**config.mk**
```make
export PLATFORM = sky130hd
export DESIGN_NAME = quick_cpu_mem
export DESIGN_NICKNAME = d
export VERILOG_FILES = /design/src/rtl/quick_cpu_mem.sv
export SDC_FILE = /design/constraint.sdc
export NUM_CORES = 1
export LEC_CHECK = 0
export CORE_ASPECT_RATIO = 0.5
export CORE_MARGIN = 2
export CORE_UTILIZATION = 55
export CTS_CLUSTER_DIAMETER = 30
export DETAILED_ROUTE_END_ITERATION = 7
export GPL_ROUTABILITY_DRIVEN = 0
export PLACE_DENSITY_LB_ADDON = 0.08
export REMOVE_ABC_BUFFERS = 1
export SLEW_MARGIN = 20
export SYNTH_ARGS = -nofsm -noshare
export SYNTH_HDL_FRONTEND = slang
export SYNTH_SLANG_ARGS = --single-unit
```
**constraint.sdc**
```tcl
create_clock -name clk -period 2.51 [get_ports clk]
set_input_delay 0.502 -clock clk [delete_from_list [all_inputs] [get_ports clk]]
set_output_delay 0.502 -clock clk [all_outputs]
set_load 0.03 [all_outputs]
```
**src/rtl/quick_cpu_mem.sv**
```systemverilog
// quick_cpu_mem
// Byte-wide memory responder for the quick CPU's memory bus.
// The CPU reads data with zero latency. It stores with a two-cycle sequence:
// the address comes with mem_write, and the data follows in the next cycle.
// A host programming port can preload bytes while the CPU is held in reset.
//
// Optional feature macro: QUICK_MEM_PROG_EN
//   defined   -> programming port active
//   undefined -> prog_* inputs ignored, prog_ptr tied to 0, bus always served
//
// Ports:
//   clk        : clock, all state changes on the rising edge
//   rst_n      : asynchronous active-low reset (clears array, FSM, flags)
//   bus_ab     : CPU output byte (address in strobe cycles, data after mem_write)
//   mem_read   : CPU read strobe
//   mem_write  : CPU write strobe (bus_ab carries the address this cycle)
//   rd_data    : combinational read data returned to the CPU
//   wr_done    : one-cycle pulse after any array write commits
//   err        : sticky protocol-error flag, cleared only by reset
//   prog_en    : programming mode, CPU strobes ignored while high
//   prog_valid : write prog_data at prog_ptr this cycle
//   prog_data  : programming byte
//   prog_ptr   : current programming pointer

module quick_cpu_mem #(
  parameter int ADDR_W = 5
) (
  input  logic              clk,
  input  logic              rst_n,
  input  logic [7:0]        bus_ab,
  input  logic              mem_read,
  input  logic              mem_write,
  output logic [7:0]        rd_data,
  output logic              wr_done,
  output logic              err,
  input  logic              prog_en,
  input  logic              prog_valid,
  input  logic [7:0]        prog_data,
  output logic [ADDR_W-1:0] prog_ptr
);

  localparam int DEPTH = 1 << ADDR_W;

  typedef enum logic {
    IDLE  = 1'b0,
    WDATA = 1'b1
  } state_t;

  state_t            state, state_nxt;
  logic [ADDR_W-1:0] waddr;
  logic [7:0]        mem [DEPTH];

  // Only the low address bits are decoded; upper bits alias.
  logic [ADDR_W-1:0] bus_idx;
  assign bus_idx = bus_ab[ADDR_W-1:0];

  logic              prog_active;
  logic              prog_wr;
  logic [ADDR_W-1:0] prog_wr_idx;
  logic [7:0]        prog_wr_data;

`ifdef QUICK_MEM_PROG_EN
  logic [ADDR_W-1:0] prog_ptr_q;

  assign prog_active  = prog_en;
  assign prog_wr      = prog_en & prog_valid;
  assign prog_wr_idx  = prog_ptr_q;
  assign prog_wr_data = prog_data;
  assign prog_ptr     = prog_ptr_q;

  // The pointer only advances while programming and snaps back to 0 as soon
  // as prog_en drops, so every programming session starts at index 0.
  always_ff @(posedge clk or negedge rst_n) begin
    if (!rst_n) begin
      prog_ptr_q <= '0;
    end else if (!prog_en) begin
      prog_ptr_q <= '0;
    end else if (prog_valid) begin
      prog_ptr_q <= prog_ptr_q + ADDR_W'(1);
    end
  end
`else
  logic prog_unused;

  assign prog_active  = 1'b0;
  assign prog_wr      = 1'b0;
  assign prog_wr_idx  = '0;
  assign prog_wr_data = 8'h00;
  assign prog_ptr     = '0;
  assign prog_unused  = ^{prog_en, prog_valid, prog_data};
`endif

  logic latch_addr;
  logic bus_commit;
  logic err_set;
  logic rd_en;

  // Write FSM decode. When programming is active, the CPU side is masked:
  // no reads, no address latch, no error reports, and a pending store is dropped.
  always_comb begin
    state_nxt  = state;
    latch_addr = 1'b0;
    bus_commit = 1'b0;
    err_set    = 1'b0;
    rd_en      = 1'b0;
    case (state)
      IDLE: begin
        if (!prog_active) begin
          if (mem_read) begin
            // A simultaneous write strobe is flagged; the cycle is still a read.
            rd_en   = 1'b1;
            err_set = mem_write;
          end else if (mem_write) begin
            latch_addr = 1'b1;
            state_nxt  = WDATA;
          end
        end
      end
      WDATA: begin
        state_nxt = IDLE;
        if (!prog_active) begin
          bus_commit = 1'b1;
          err_set    = mem_read | mem_write;
        end
      end
      default: state_nxt = IDLE;
    endcase
  end

  // Bus and programming writes cannot overlap because bus_commit is gated by !prog_active.
  logic              mem_we;
  logic [ADDR_W-1:0] mem_widx;
  logic [7:0]        mem_wdata;

  assign mem_we    = bus_commit | prog_wr;
  assign mem_widx  = bus_commit ? waddr  : prog_wr_idx;
  assign mem_wdata = bus_commit ? bus_ab : prog_wr_data;

  always_ff @(posedge clk or negedge rst_n) begin
    if (!rst_n) begin
      state   <= IDLE;
      waddr   <= '0;
      wr_done <= 1'b0;
      err     <= 1'b0;
    end else begin
      state   <= state_nxt;
      wr_done <= mem_we;
      err     <= err | err_set;
      if (latch_addr) begin
        waddr <= bus_idx;
      end
    end
  end

  always_ff @(posedge clk or negedge rst_n) begin
    if (!rst_n) begin
      for (int i = 0; i < DEPTH; i++) begin
        mem[i] <= 8'h00;
      end
    end else if (mem_we) begin
      mem[mem_widx] <= mem_wdata;
    end
  end

  assign rd_data = rd_en ? mem[bus_idx] : 8'h00;

endmodule

```
# --- Word-level counts from Yosys, hierarchy flattened ---
# Index checks and enable logic that the tools add are counted.
totals:
  register_bits: 264
  inputBits: 22
  output_inout_bits: 15
  wordCells: 63
op_classes:
  magnitude_cmp: 3
  muxes: 18
  bitwise: 5
  reduce_logical: 1
ops:
  columns: ["operator", "count"]
  rows:
  - ["256-bit bitwise mux", 1]
  - ["8-bit binary-select mux with 5-bit select", 1]
  - ["8-bit demux with 5-bit select", 1]
  - ["8-bit 2-to-1 mux", 5]
  - ["6-bit greater-or-equal comparator (second input constant)", 2]
  - ["5-bit NOT with 6-bit output", 2]
  - ["1-bit 2-to-1 mux", 7]
  - ["6-bit by 1-bit < comparator with 1-bit output (second input constant)", 1]
  - ["5-bit 2-to-1 mux", 1]
  - ["1-bit one-hot mux with 2 select lines", 2]
  - ["1-bit OR", 2]
  - ["1-bit logical AND", 1]
  - ["1-bit NOT", 1]

# --- Logic depth before layout (Yosys ltp) ---
logic_depth:
  depth_word: 8
  depth_mapped: 8
  depth_no_buf: 4

# --- Worst setup path after synthesis ---
# No wires, ideal clock.
synth_path:
  path_type: "input to output"
  from: "input port bus_ab[1]"
  to: "output port rd_data[4]"
  arrival_time_ps: 2065
  t_required_ps: 2008
  setup_slack_ps: -57
  path_stages: 7
  path_buffers: 3
  path_cell_list: "buf_6 -> buf_6 -> buf_4 -> nor2_1 -> a221oi_1 -> o21ai_0 -> a31oi_1"
synth_via:
  elab_chain_cells: 5
synth_rtl:
  columns: ["item", "line", "text"]
  rows:
  - ["from (decl)", "30", "input logic [7:0] bus_ab,"]
  - ["5-bit NOT with 6-bit output (implied by the code)", "165", "assign rd_data = rd_en ? mem[bus_idx] : 8'h00;"]
  - ["8-bit binary-select mux with 5-bit select", "165", null]
  - ["8-bit 2-to-1 mux (implied by the code) (2 in a row)", "165", null]
  - ["8-bit 2-to-1 mux", "165", null]
  - ["to (decl)", "33", "output logic [7:0] rd_data,"]
# Every way passes these cells. The select of a mux whose other input is x is not followed.

# --- Worst setup path in the final report ---
layout_path:
  from: "register mem[196] in the netlist's numbering"
  to: "output port rd_data[4]"
layout_via:
  elab_chain_cells: 4
layout_rtl:
  columns: ["item", "line", "text"]
  rows:
  - ["from (decl)", "51", "logic [7:0] mem [DEPTH];"]
  - ["from (signal, indexed assignment)", "161", "mem[mem_widx] <= mem_wdata;"]
  - ["8-bit binary-select mux with 5-bit select", "165", null]
  - ["8-bit 2-to-1 mux (implied by the code) (2 in a row)", "165", null]
  - ["8-bit 2-to-1 mux", "165", null]
# Every way passes these cells. The select of a mux whose other input is x is not followed.

==> flow_metrics.env <==
export IMPL_synth_cells=932
export IMPL_status="complete, but fails checks"
export IMPL_syn_cell_area_mm2=0.01219
export IMPL_final_cell_mix="dfrtp_1, nand2_1, mux2_2, o21ai_0, buf_4"
export IMPL_drv_cap=0
export IMPL_fin_skew_ns=0.01128
export IMPL_vias=7851
export IMPL_synth_edff_count=0
export IMPL_power_leakage_nw=6.765
export IMPL_cts_buffer_depth=3
export IMPL_wire_per_inst_um=22.31
export IMPL_die_y_um=109.3
export IMPL_fp_dieW_um=214.5
export IMPL_hpwlAfterDp_mm=20.02
export IMPL_rsz0062_at_grt="true"
export IMPL_synthAdderAreaFrac=0
export IMPL_reg2regPathDepth=3
export IMPL_power_density_mw_per_mm2=789.1
export IMPL_yosys_area_share_simple=0.08438
export IMPL_grt_overflow=0
export IMPL_grtUsageTotal=0.2685
export IMPL_drive_above_1_share=0.3751
export IMPL_required_ns=2.01
export IMPL_root_buffer="clkbuf_16"
export IMPL_fmax_mhz=358.7
export IMPL_final_nets=1035
export IMPL_fin_tns_setup_ns=-1.282
export IMPL_drc=0
export IMPL_max_slew_worst_pin_slew_ns=0.9634
export IMPL_final_common_cell="dfrtp_1"
export IMPL_period_minus_slack_ns=2.788
export IMPL_holdBufCountCts=0
export IMPL_crit_arrival_ns=2.29
export IMPL_start_kind="flop"
export IMPL_grt_pass1_vias=7860
export IMPL_maxSlewViolCount=0
export IMPL_ys_flop_type="dfrtp_1"
export IMPL_worstPathMaxFanout=2
export IMPL_vdd_drop_max_mv=0.4411
export IMPL_worst_slack_ns=-0.2778
export IMPL_dr_pass1_iters=4
export IMPL_layout_cells_non_filler=1337
export IMPL_setup_viol=8
export IMPL_synth_compound_gate_area_share=0.08017
export IMPL_fin_crit_sh=1.111
export IMPL_async_flop_share=1.000
export IMPL_start_util=0.5610
export IMPL_htreeDepth=2
export IMPL_syn2layout_area_growth_pct=19.31
export IMPL_antenna_cells=0
export IMPL_yosysUniqueCellTypes=53
export IMPL_hp_class="in -> async"
export IMPL_synth_seq_cells=264
export IMPL_io_pins=37
export IMPL_critPathCaptureType="primary output"
export IMPL_register_area_mm2=0.006608
export IMPL_path_class="reg -> out"
export IMPL_dieArea_mm2=0.02344
export IMPL_synth_top_cell_by_area="dfrtp_1"
export IMPL_path_clk_slew_ns=0.06
export IMPL_synth_xor_area_share=0
export IMPL_synth_top_area_frac=0.5420
export IMPL_core_area_mm2=0.02173
export IMPL_vias_per_cell=5.872
export IMPL_ys_warn_count=0
export IMPL_ant_nets=0
export IMPL_hold_viol_final=6
export IMPL_slew_limit_headroom=0.3574
export IMPL_cts_buffers=36
export IMPL_cts_tree="built"
export IMPL_multi_input_area_mm2=0.005255
export IMPL_clk_latency_ns=0.50
export IMPL_synth_top_family_by_area="multiplexers"
export IMPL_drt_total_wl_mm=29.83
export IMPL_violations="negative hold slack, negative setup slack"
export IMPL_clock_sinks=264
export IMPL_grt_pass1_wl_mm=47.14
export IMPL_syn_avg_cell_area_um2=13.08
export IMPL_grt_max_degree=85
export IMPL_rows=38
export IMPL_hold_slack_ns=-0.01565
export IMPL_dp_cells=1266
export IMPL_fin_util=0.6693
export IMPL_fillers=1568
export IMPL_grt_antenna_before_repair=0
export IMPL_yosysSeqAreaShare=0.5420
export IMPL_drt_iter0_drc=633
export IMPL_synth_area_leaders="dfrtp_1, mux2_2, mux4_2"
export IMPL_muxShareOfSynthArea=0.2560
export IMPL_portBuffers=21
-- final timing paths --
path / start / endpoint / slack (ns)
setup / recovery: mem[196] / rd_data[4] / -0.28
hold / removal: rst_n / mem[191] / -0.02
setup reg to reg: waddr[3] / mem[37] / 0.34
hold reg to reg: mem[192] / mem[192] / 0.47
max in group asynchronous: rst_n / mem[95] / 1.76
min in group clk: mem[192] / mem[192] / 0.47
-- worst max-delay path, stage by stage (launching register included) --
cell and delay, ns:
dfrtp_1 0.39, mux4_4 0.62, mux2i_1 0.18, buf_4 0.16, a221o_1 0.20, a31oi_2 0.07, buf_6 0.16
-- timing repair --
| item | 4_1_cts | 5_1_grt |
|---|---|---|
| setup buffers | 1 | 7 |
| pin swaps | 5 | 4 |
| gates cloned | 1 | 1 |
| resized for setup | 31 | 13 |
| setup endpoints to repair | 8 | 8 |
-- final cells by class --
cell class | instances | share of cell area
Clock buffer | 44 | 0.06685
Clock inverter | 18 | 0.01506
Inverter | 1 | 0.0002581
Multi-Input combinational cell | 601 | 0.3614
Sequential cell | 264 | 0.4544
Tap cell | 300 | 0.02581
Timing Repair Buffer | 109 | 0.07631
-- flip-flops by register name, summed over array words and instances (netlist names) --
signal	cells
err	1
state	1
wr_done	1
mem	256
waddr	5
-- logic make-up (layout without fill, tap and decap cells) --
logic type             count (synthesis)  in the layout
DFF                                  264            264
muxes                                221            221
and+or+nand+nor                      206            206
AOI/OAI and AO/OA                    169            169
buffers and inverters                 71            172
other                                  1              5
-- synthesized netlist by cell type (all sizes together), types with 3 or more instances --
master / n
mux2: 133
nand2: 150
nand4b: 3
a221oi: 6
buf: 34
dfrtp: 264
nor2: 22
nand2b: 4
and2: 9
clkbuf: 34
o21ai: 134
a221o: 8
mux2i: 32
nand4: 4
a31oi: 8
a22oi: 8
mux4: 56
-- report_power, final --
group | leakage (nW) | internal [mW] | switching (mW) | total (mW)
combinational | 3.02 | 0.687 | 0.713 | 1.40
sequential | 3.17 | 4.71 | 0.294 | 5.01
clock | 0.574 | 3.18 | 1.89 | 5.07
total | 6.77 | 8.58 | 2.90 | 11.5
-- through the flow --
stage | cell area (µm²) | worst slack, ns | power [mW]
floorplan | 11760 | 0.1802 | 5.725
global placement | 13060 | -0.3664 | 6.285
detailed placement | 13060 | -0.3767 | 6.364
CTS | 14390 | -0.2804 | 11.50
global route | 14540 | -0.3462 | 11.99
finish | 14540 | -0.2778 | 11.48
-- routing by layer --
layer  vias to the layer above  share of wire  track usage  wire length, µm
li1                       3549              -            -                -
met1                      4073           0.49       0.4024            14500
met2                       190           0.44       0.4091            13200
met3                        39          0.057      0.05774             1713
met4                         0          0.014      0.05308              408
met5                         -              0            0                0
Note: power is estimated with default switching activity, not from simulation.
